**config.mk**
```make
export PLATFORM = sky130hd
export DESIGN_NAME = mc_ctrl
export DESIGN_NICKNAME = d
export VERILOG_FILES = /design/src/rtl/mc_ctrl.sv
export SDC_FILE = /design/constraint.sdc
export NUM_CORES = 1
export LEC_CHECK = 0
export BUFFER_PORTS_ARGS = -buffer_cell sky130_fd_sc_hd__clkbuf_2
export CAP_MARGIN = 10
export CORE_MARGIN = 4
export CORE_UTILIZATION = 49
export CTS_BUF_LIST = sky130_fd_sc_hd__clkbuf_8 sky130_fd_sc_hd__clkbuf_16
export DETAILED_ROUTE_END_ITERATION = 8
export PLACE_DENSITY = 0.84
export SLEW_MARGIN = 20
export SYNTH_ARGS = -nofsm -noshare
export SYNTH_HDL_FRONTEND = slang
export SYNTH_SLANG_ARGS = --single-unit
```
**constraint.sdc**
```tcl
create_clock -name clk -period 4.3 [get_ports clk]
set_input_delay 0.43 -clock clk [delete_from_list [all_inputs] [get_ports clk]]
set_output_delay 0.43 -clock clk [all_outputs]
set_load 0.05 [all_outputs]
```
**src/rtl/mc_ctrl.sv**
```systemverilog
// Multi-cycle control FSM for the MIPS-lite core: sequences fetch/decode/execute/memory/writeback.
// Optional memory handshake: define MCTRL_MEM_WAIT_EN to add mem_ready and memory wait states.
module mc_ctrl #(
  parameter logic [4:0] RA_IDX = 5'd31
) (
  input  logic       clk,
  input  logic       rst_n,
  input  logic [5:0] op,
  input  logic [5:0] func,
  input  logic       zero,
`ifdef MCTRL_MEM_WAIT_EN
  input  logic       mem_ready,
`endif
  output logic       pc_wr,
  output logic [1:0] npc_sel,
  output logic       ir_wr,
  output logic       mem_rd,
  output logic       mem_wr,
  output logic       reg_wr,
  output logic [1:0] reg_dst,
  output logic [1:0] mem_to_reg,
  output logic       alu_src,
  output logic [1:0] alu_op,
  output logic [1:0] ext_op,
  output logic [4:0] ra_idx,
  output logic       instr_done,
  output logic       illegal,
  output logic [3:0] state
);

  typedef enum logic [3:0] {
    S_RESET  = 4'd0,  S_FETCH  = 4'd1,  S_DECODE = 4'd2,  S_EXE_R  = 4'd3,
    S_EXE_I  = 4'd4,  S_MEMADR = 4'd5,  S_MEMRD  = 4'd6,  S_MEMWR  = 4'd7,
    S_WB_R   = 4'd8,  S_WB_I   = 4'd9,  S_WB_MEM = 4'd10, S_BRANCH = 4'd11,
    S_JAL    = 4'd12, S_JR     = 4'd13
  } state_t;

  typedef enum logic [2:0] {
    C_NONE, C_ADDU, C_SUBU, C_ORI, C_LUI, C_LW, C_SW
  } cls_t;

  state_t state_q, state_d;
  cls_t   cls_q, dec_cls;
  state_t dec_next;
  logic   dec_done, dec_ill;
  logic   ready;

`ifdef MCTRL_MEM_WAIT_EN
  assign ready = mem_ready;
`else
  assign ready = 1'b1;
`endif

  assign ra_idx = RA_IDX;
  assign state  = state_q;

  always_comb begin
    dec_cls  = C_NONE;
    dec_next = S_FETCH;
    dec_done = 1'b0;
    dec_ill  = 1'b0;
    case (op)
      6'h00: begin
        case (func)
          6'h21: begin dec_cls = C_ADDU; dec_next = S_EXE_R; end
          6'h23: begin dec_cls = C_SUBU; dec_next = S_EXE_R; end
          6'h08: dec_next = S_JR;
          6'h00: dec_done = 1'b1;
          default: dec_ill = 1'b1;
        endcase
      end
      6'h0D: begin dec_cls = C_ORI; dec_next = S_EXE_I; end
      6'h0F: begin dec_cls = C_LUI; dec_next = S_EXE_I; end
      6'h23: begin dec_cls = C_LW;  dec_next = S_MEMADR; end
      6'h2B: begin dec_cls = C_SW;  dec_next = S_MEMADR; end
      6'h04: dec_next = S_BRANCH;
      6'h03: dec_next = S_JAL;
      default: dec_ill = 1'b1;
    endcase
  end

  // The decoded class is captured only in DECODE so IR changes later have no effect.
  always_ff @(posedge clk or negedge rst_n) begin
    if (!rst_n) begin
      state_q <= S_RESET;
      cls_q   <= C_NONE;
    end else begin
      state_q <= state_d;
      if (state_q == S_DECODE) cls_q <= dec_cls;
    end
  end

  always_comb begin
    state_d    = S_FETCH;
    pc_wr      = 1'b0;
    npc_sel    = 2'd0;
    ir_wr      = 1'b0;
    mem_rd     = 1'b0;
    mem_wr     = 1'b0;
    reg_wr     = 1'b0;
    reg_dst    = 2'd0;
    mem_to_reg = 2'd0;
    alu_src    = 1'b0;
    alu_op     = 2'd0;
    ext_op     = 2'd0;
    instr_done = 1'b0;
    illegal    = 1'b0;
    case (state_q)
      S_RESET: state_d = S_FETCH;
      S_FETCH: begin
        mem_rd  = 1'b1;
        ir_wr   = ready;
        pc_wr   = ready;
        state_d = ready ? S_DECODE : S_FETCH;
      end
      S_DECODE: begin
        state_d    = dec_next;
        instr_done = dec_done;
        illegal    = dec_ill;
      end
      S_EXE_R, S_WB_R: begin
        alu_op = (cls_q == C_SUBU) ? 2'd1 : 2'd0;
        if (state_q == S_WB_R) begin
          reg_wr     = 1'b1;
          reg_dst    = 2'd1;
          instr_done = 1'b1;
        end else begin
          state_d = S_WB_R;
        end
      end
      S_EXE_I, S_WB_I: begin
        alu_src = 1'b1;
        alu_op  = (cls_q == C_LUI) ? 2'd0 : 2'd2;
        ext_op  = (cls_q == C_LUI) ? 2'd2 : 2'd0;
        if (state_q == S_WB_I) begin
          reg_wr     = 1'b1;
          instr_done = 1'b1;
        end else begin
          state_d = S_WB_I;
        end
      end
      S_MEMADR, S_MEMRD, S_MEMWR: begin
        alu_src = 1'b1;
        ext_op  = 2'd1;
        if (state_q == S_MEMADR) begin
          state_d = (cls_q == C_SW) ? S_MEMWR : S_MEMRD;
        end else if (state_q == S_MEMRD) begin
          mem_rd  = 1'b1;
          state_d = ready ? S_WB_MEM : S_MEMRD;
        end else begin
          mem_wr     = 1'b1;
          instr_done = ready;
          state_d    = ready ? S_FETCH : S_MEMWR;
        end
      end
      S_WB_MEM: begin
        reg_wr     = 1'b1;
        mem_to_reg = 2'd1;
        instr_done = 1'b1;
      end
      S_BRANCH: begin
        alu_op     = 2'd1;
        ext_op     = 2'd1;
        npc_sel    = 2'd1;
        pc_wr      = zero;
        instr_done = 1'b1;
      end
      // JAL links pc+4 from the pre-write PC; the datapath guarantees the ordering.
      S_JAL: begin
        pc_wr      = 1'b1;
        npc_sel    = 2'd2;
        reg_wr     = 1'b1;
        reg_dst    = 2'd2;
        mem_to_reg = 2'd2;
        instr_done = 1'b1;
      end
      S_JR: begin
        pc_wr      = 1'b1;
        npc_sel    = 2'd3;
        instr_done = 1'b1;
      end
      default: state_d = S_FETCH;
    endcase
  end

endmodule
```
==> impl_metrics.json <==
{
  "status": "complete, no violations",
  "antenna_left": 0,
  "finalPower_uw": 685.5,
  "grt_pass1_vias": 873,
  "grt_util_met3": 0.03264,
  "drc": 0,
  "clk_pin_slew_ns": 0.04,
  "synth_edf_count": 0,
  "grt_usage": 0.1921,
  "p_per_area_nw_per_um2": 626.9,
  "grt_busiest_layer": "met2",
  "fmax_ghz": 0.4067,
  "p_int_uw": 253.7,
  "maxCapViolations": 0,
  "rows": 15,
  "required_ns": 3.87,
  "p_sw_frac": 0.6299,
  "clk_latency_ns": 0.23,
  "area_growth_pct": 21.90,
  "p_leak_uw": 0.0005235,
  "io_buffers": 36,
  "chipWidth_um": 50.79,
  "rsz0062_at_grt": "no",
  "vias": 995,
  "die_h_um": 50.79,
  "grt_pass1_wl_mm": 3.850,
  "finalClockSkew_ns": 0.002474,
  "core_region_area_um2": 1727,
  "numCtsBuffers": 3,
  "finalSetupTns_ns": 0,
  "seqPwrFrac": 0.219,
  "ff2ff_setup_slack_ns": 2.50,
  "critPathKind": "reg -> out",
  "ir_worst_vdd_mv": 0.3297,
  "endpoint_kind": "output port",
  "grt_max_degree": 20,
  "clk_path_buf_depth": 2,
  "crit_path_start_kind": "register",
  "synth-seq-cells": 7,
  "period_share": 0.5718,
  "routed_via_density": 5.497,
  "syn_avg_cell_area_um2": 7.064,
  "slew_headroom": 0.6145,
  "grt_overflow_total": 0,
  "met2_usage": 0.3152,
  "wl_mm": 2.220,
  "p_switching_uw": 431.8,
  "cts_tree": "done",
  "ctsHoldBuffers": 0,
  "combPwrFrac": 0.650,
  "drive_gt1_frac": 0.2885,
  "syn_area_um2": 897.1,
  "maxSlewViolCount": 0,
  "ys_seq_area_frac": 0.1953,
  "fin_nets": 172,
  "cts-root-buf": "clkbuf_8",
  "hold_violations": 0,
  "firstDrtPassIters": 4,
  "post_cts_buffers": 0,
  "use_met1": 0.2464,
  "post_cts_resized": 0,
  "wl_per_cell_um": 12.27,
  "antenna_cells": 0,
  "setup_viol": 0,
  "antenna_found_initial": 0,
  "h-tree-depth": 1,
  "p_clk_frac": 0.131,
  "yosysUniqueCellTypes": 45,
  "hpwl_mm": 1.744,
  "hold_path_class": "in -> async",
  "synthFlopType": "dfrtp_1",
  "fin_crit_ns": 2.459,
  "io_pins": 42,
  "die-area_um2": 2580,
  "syn-instance-count": 127,
  "gp_congestion": 0.8605,
  "fill_cells": 165,
  "synth_warnings": 0,
  "worst_pin_slew_ns": 0.5782,
  "drt_iter0_drc": 17,
  "crit_fanout": 19,
  "synth-async-reset-ratio": 1.000,
  "start_util": 0.5196,
  "cts_sinks": 7,
  "cp.arrival_ns": 2.03
}
-- registers in the layout, summed over array words and instances (netlist names) --
signal  flops
cls_q       3
state       4
-- power groups by stage --
stage | Combinational (uW) | Clock, uW | Sequential (uW)
2_1_floorplan | 365 | 0 | 146
3_3_place_gp | 445 | 0 | 150
3_5_place_dp | 448 | 0 | 151
4_1_cts | 449 | 90.6 | 150
5_1_grt | 475 | 95.8 | 159
6_report | 446 | 89.8 | 150
-- stage by stage --
stage          std cells  instance area (um^2)    util  setup WS (ns)  hold slack (ns)
2_1_floorplan        131                 912.1       -          1.323           0.1344
3_3_place_gp         177                  1049  0.6072          2.046           0.2664
3_5_place_dp         177                  1049  0.6072          1.992           0.2697
4_1_cts              181                  1094  0.6333          1.821          0.02910
5_1_grt              181                  1094  0.6333          1.739          0.03454
6_report             181                  1094  0.6333          1.841          0.02436
-- cell usage after synthesis (2+ instances only) --
cell type  count  area [um^2]
o22ai_1        2        12.51
clkbuf_1      10        37.54
o21ai_0        8        40.04
a21oi_1        8        40.04
and3b_1        2        17.52
o211ai_1       2        15.01
nor2_1        10        37.54
buf_4          5        37.54
nand3b_1       3        22.52
nand2_1       11        41.29
or4_4          2        22.52
o21ai_1        2        10.01
nand2b_1       4        25.02
nor2b_1        4        25.02
nor3b_1        3        22.52
dfrtp_1        7        175.2
inv_1          6        22.52
a211o_1        2        17.52
nor3_1         8        40.04
nor4_1         2        12.51
a32oi_1        2        17.52
-- critical path, stage by stage (launching register included) --
cell	delay, ns
dfrtp_1	0.58
nand2b_1	0.27
or3_1	0.45
a31oi_1	0.20
clkbuf_2	0.30
-- final timing paths --
check                              start       end  depth (start not counted)
worst min-delay path               rst_n  state[2]                          1
max in group asynchronous          rst_n  state[0]                          1
worst max-delay path            state[0]   illegal                          4
worst min register to register  cls_q[0]  cls_q[0]                          2
min in group clk                cls_q[0]  cls_q[0]                          2
worst max register to register  state[0]  cls_q[1]                          4
-- logic make-up (layout without fill, tap and decap cells) --
| logic type | Yosys count | count (layout) | synth area share |
|---|---|---|---|
| buf+inv | 22 | 47 | 0.1130 |
| xor+xnor | 1 | 1 | 0.009765 |
| mux | 1 | 1 | 0.01116 |
| simple gates | 58 | 58 | 0.3849 |
| other cells | 1 | 5 | 0.004180 |
| compound gates | 37 | 37 | 0.2817 |
| flops | 7 | 7 | 0.1953 |
-- final cells by class --
| class | count | area (um^2) | area share |
|---|---|---|---|
| Multi-Input combinational cell | 102 | 635.6 | 0.5812 |
| Timing Repair Buffer | 36 | 180.2 | 0.1648 |
| Sequential cell | 7 | 175.2 | 0.1602 |
| Clock buffer | 3 | 41.29 | 0.03776 |
| Tap cell | 25 | 31.28 | 0.02860 |
| Inverter | 7 | 26.28 | 0.02403 |
| Clock inverter | 1 | 3.754 | 0.003432 |
-- placed cells by master, fill, tap and decap left out, drive strengths merged, types with 4 or more instances in the layout --
master	Yosys	final
nor2b	4	4
conb	1	5
o21ai	10	10
nand2	11	11
a21oi	8	8
nor3	8	8
clkbuf	10	39
dfrtp	7	7
nand2b	4	4
nor2	10	10
inv	6	7
-- metal layers --
layer | vias up | part of all wire
met1 | 443 | 0.43
met3 | 5 | 0.062
li1 | 517 | -
met5 | - | 0
met2 | 30 | 0.49
met4 | 0 | 0.014
No activity file was read; power rests on OpenSTA's default activity.
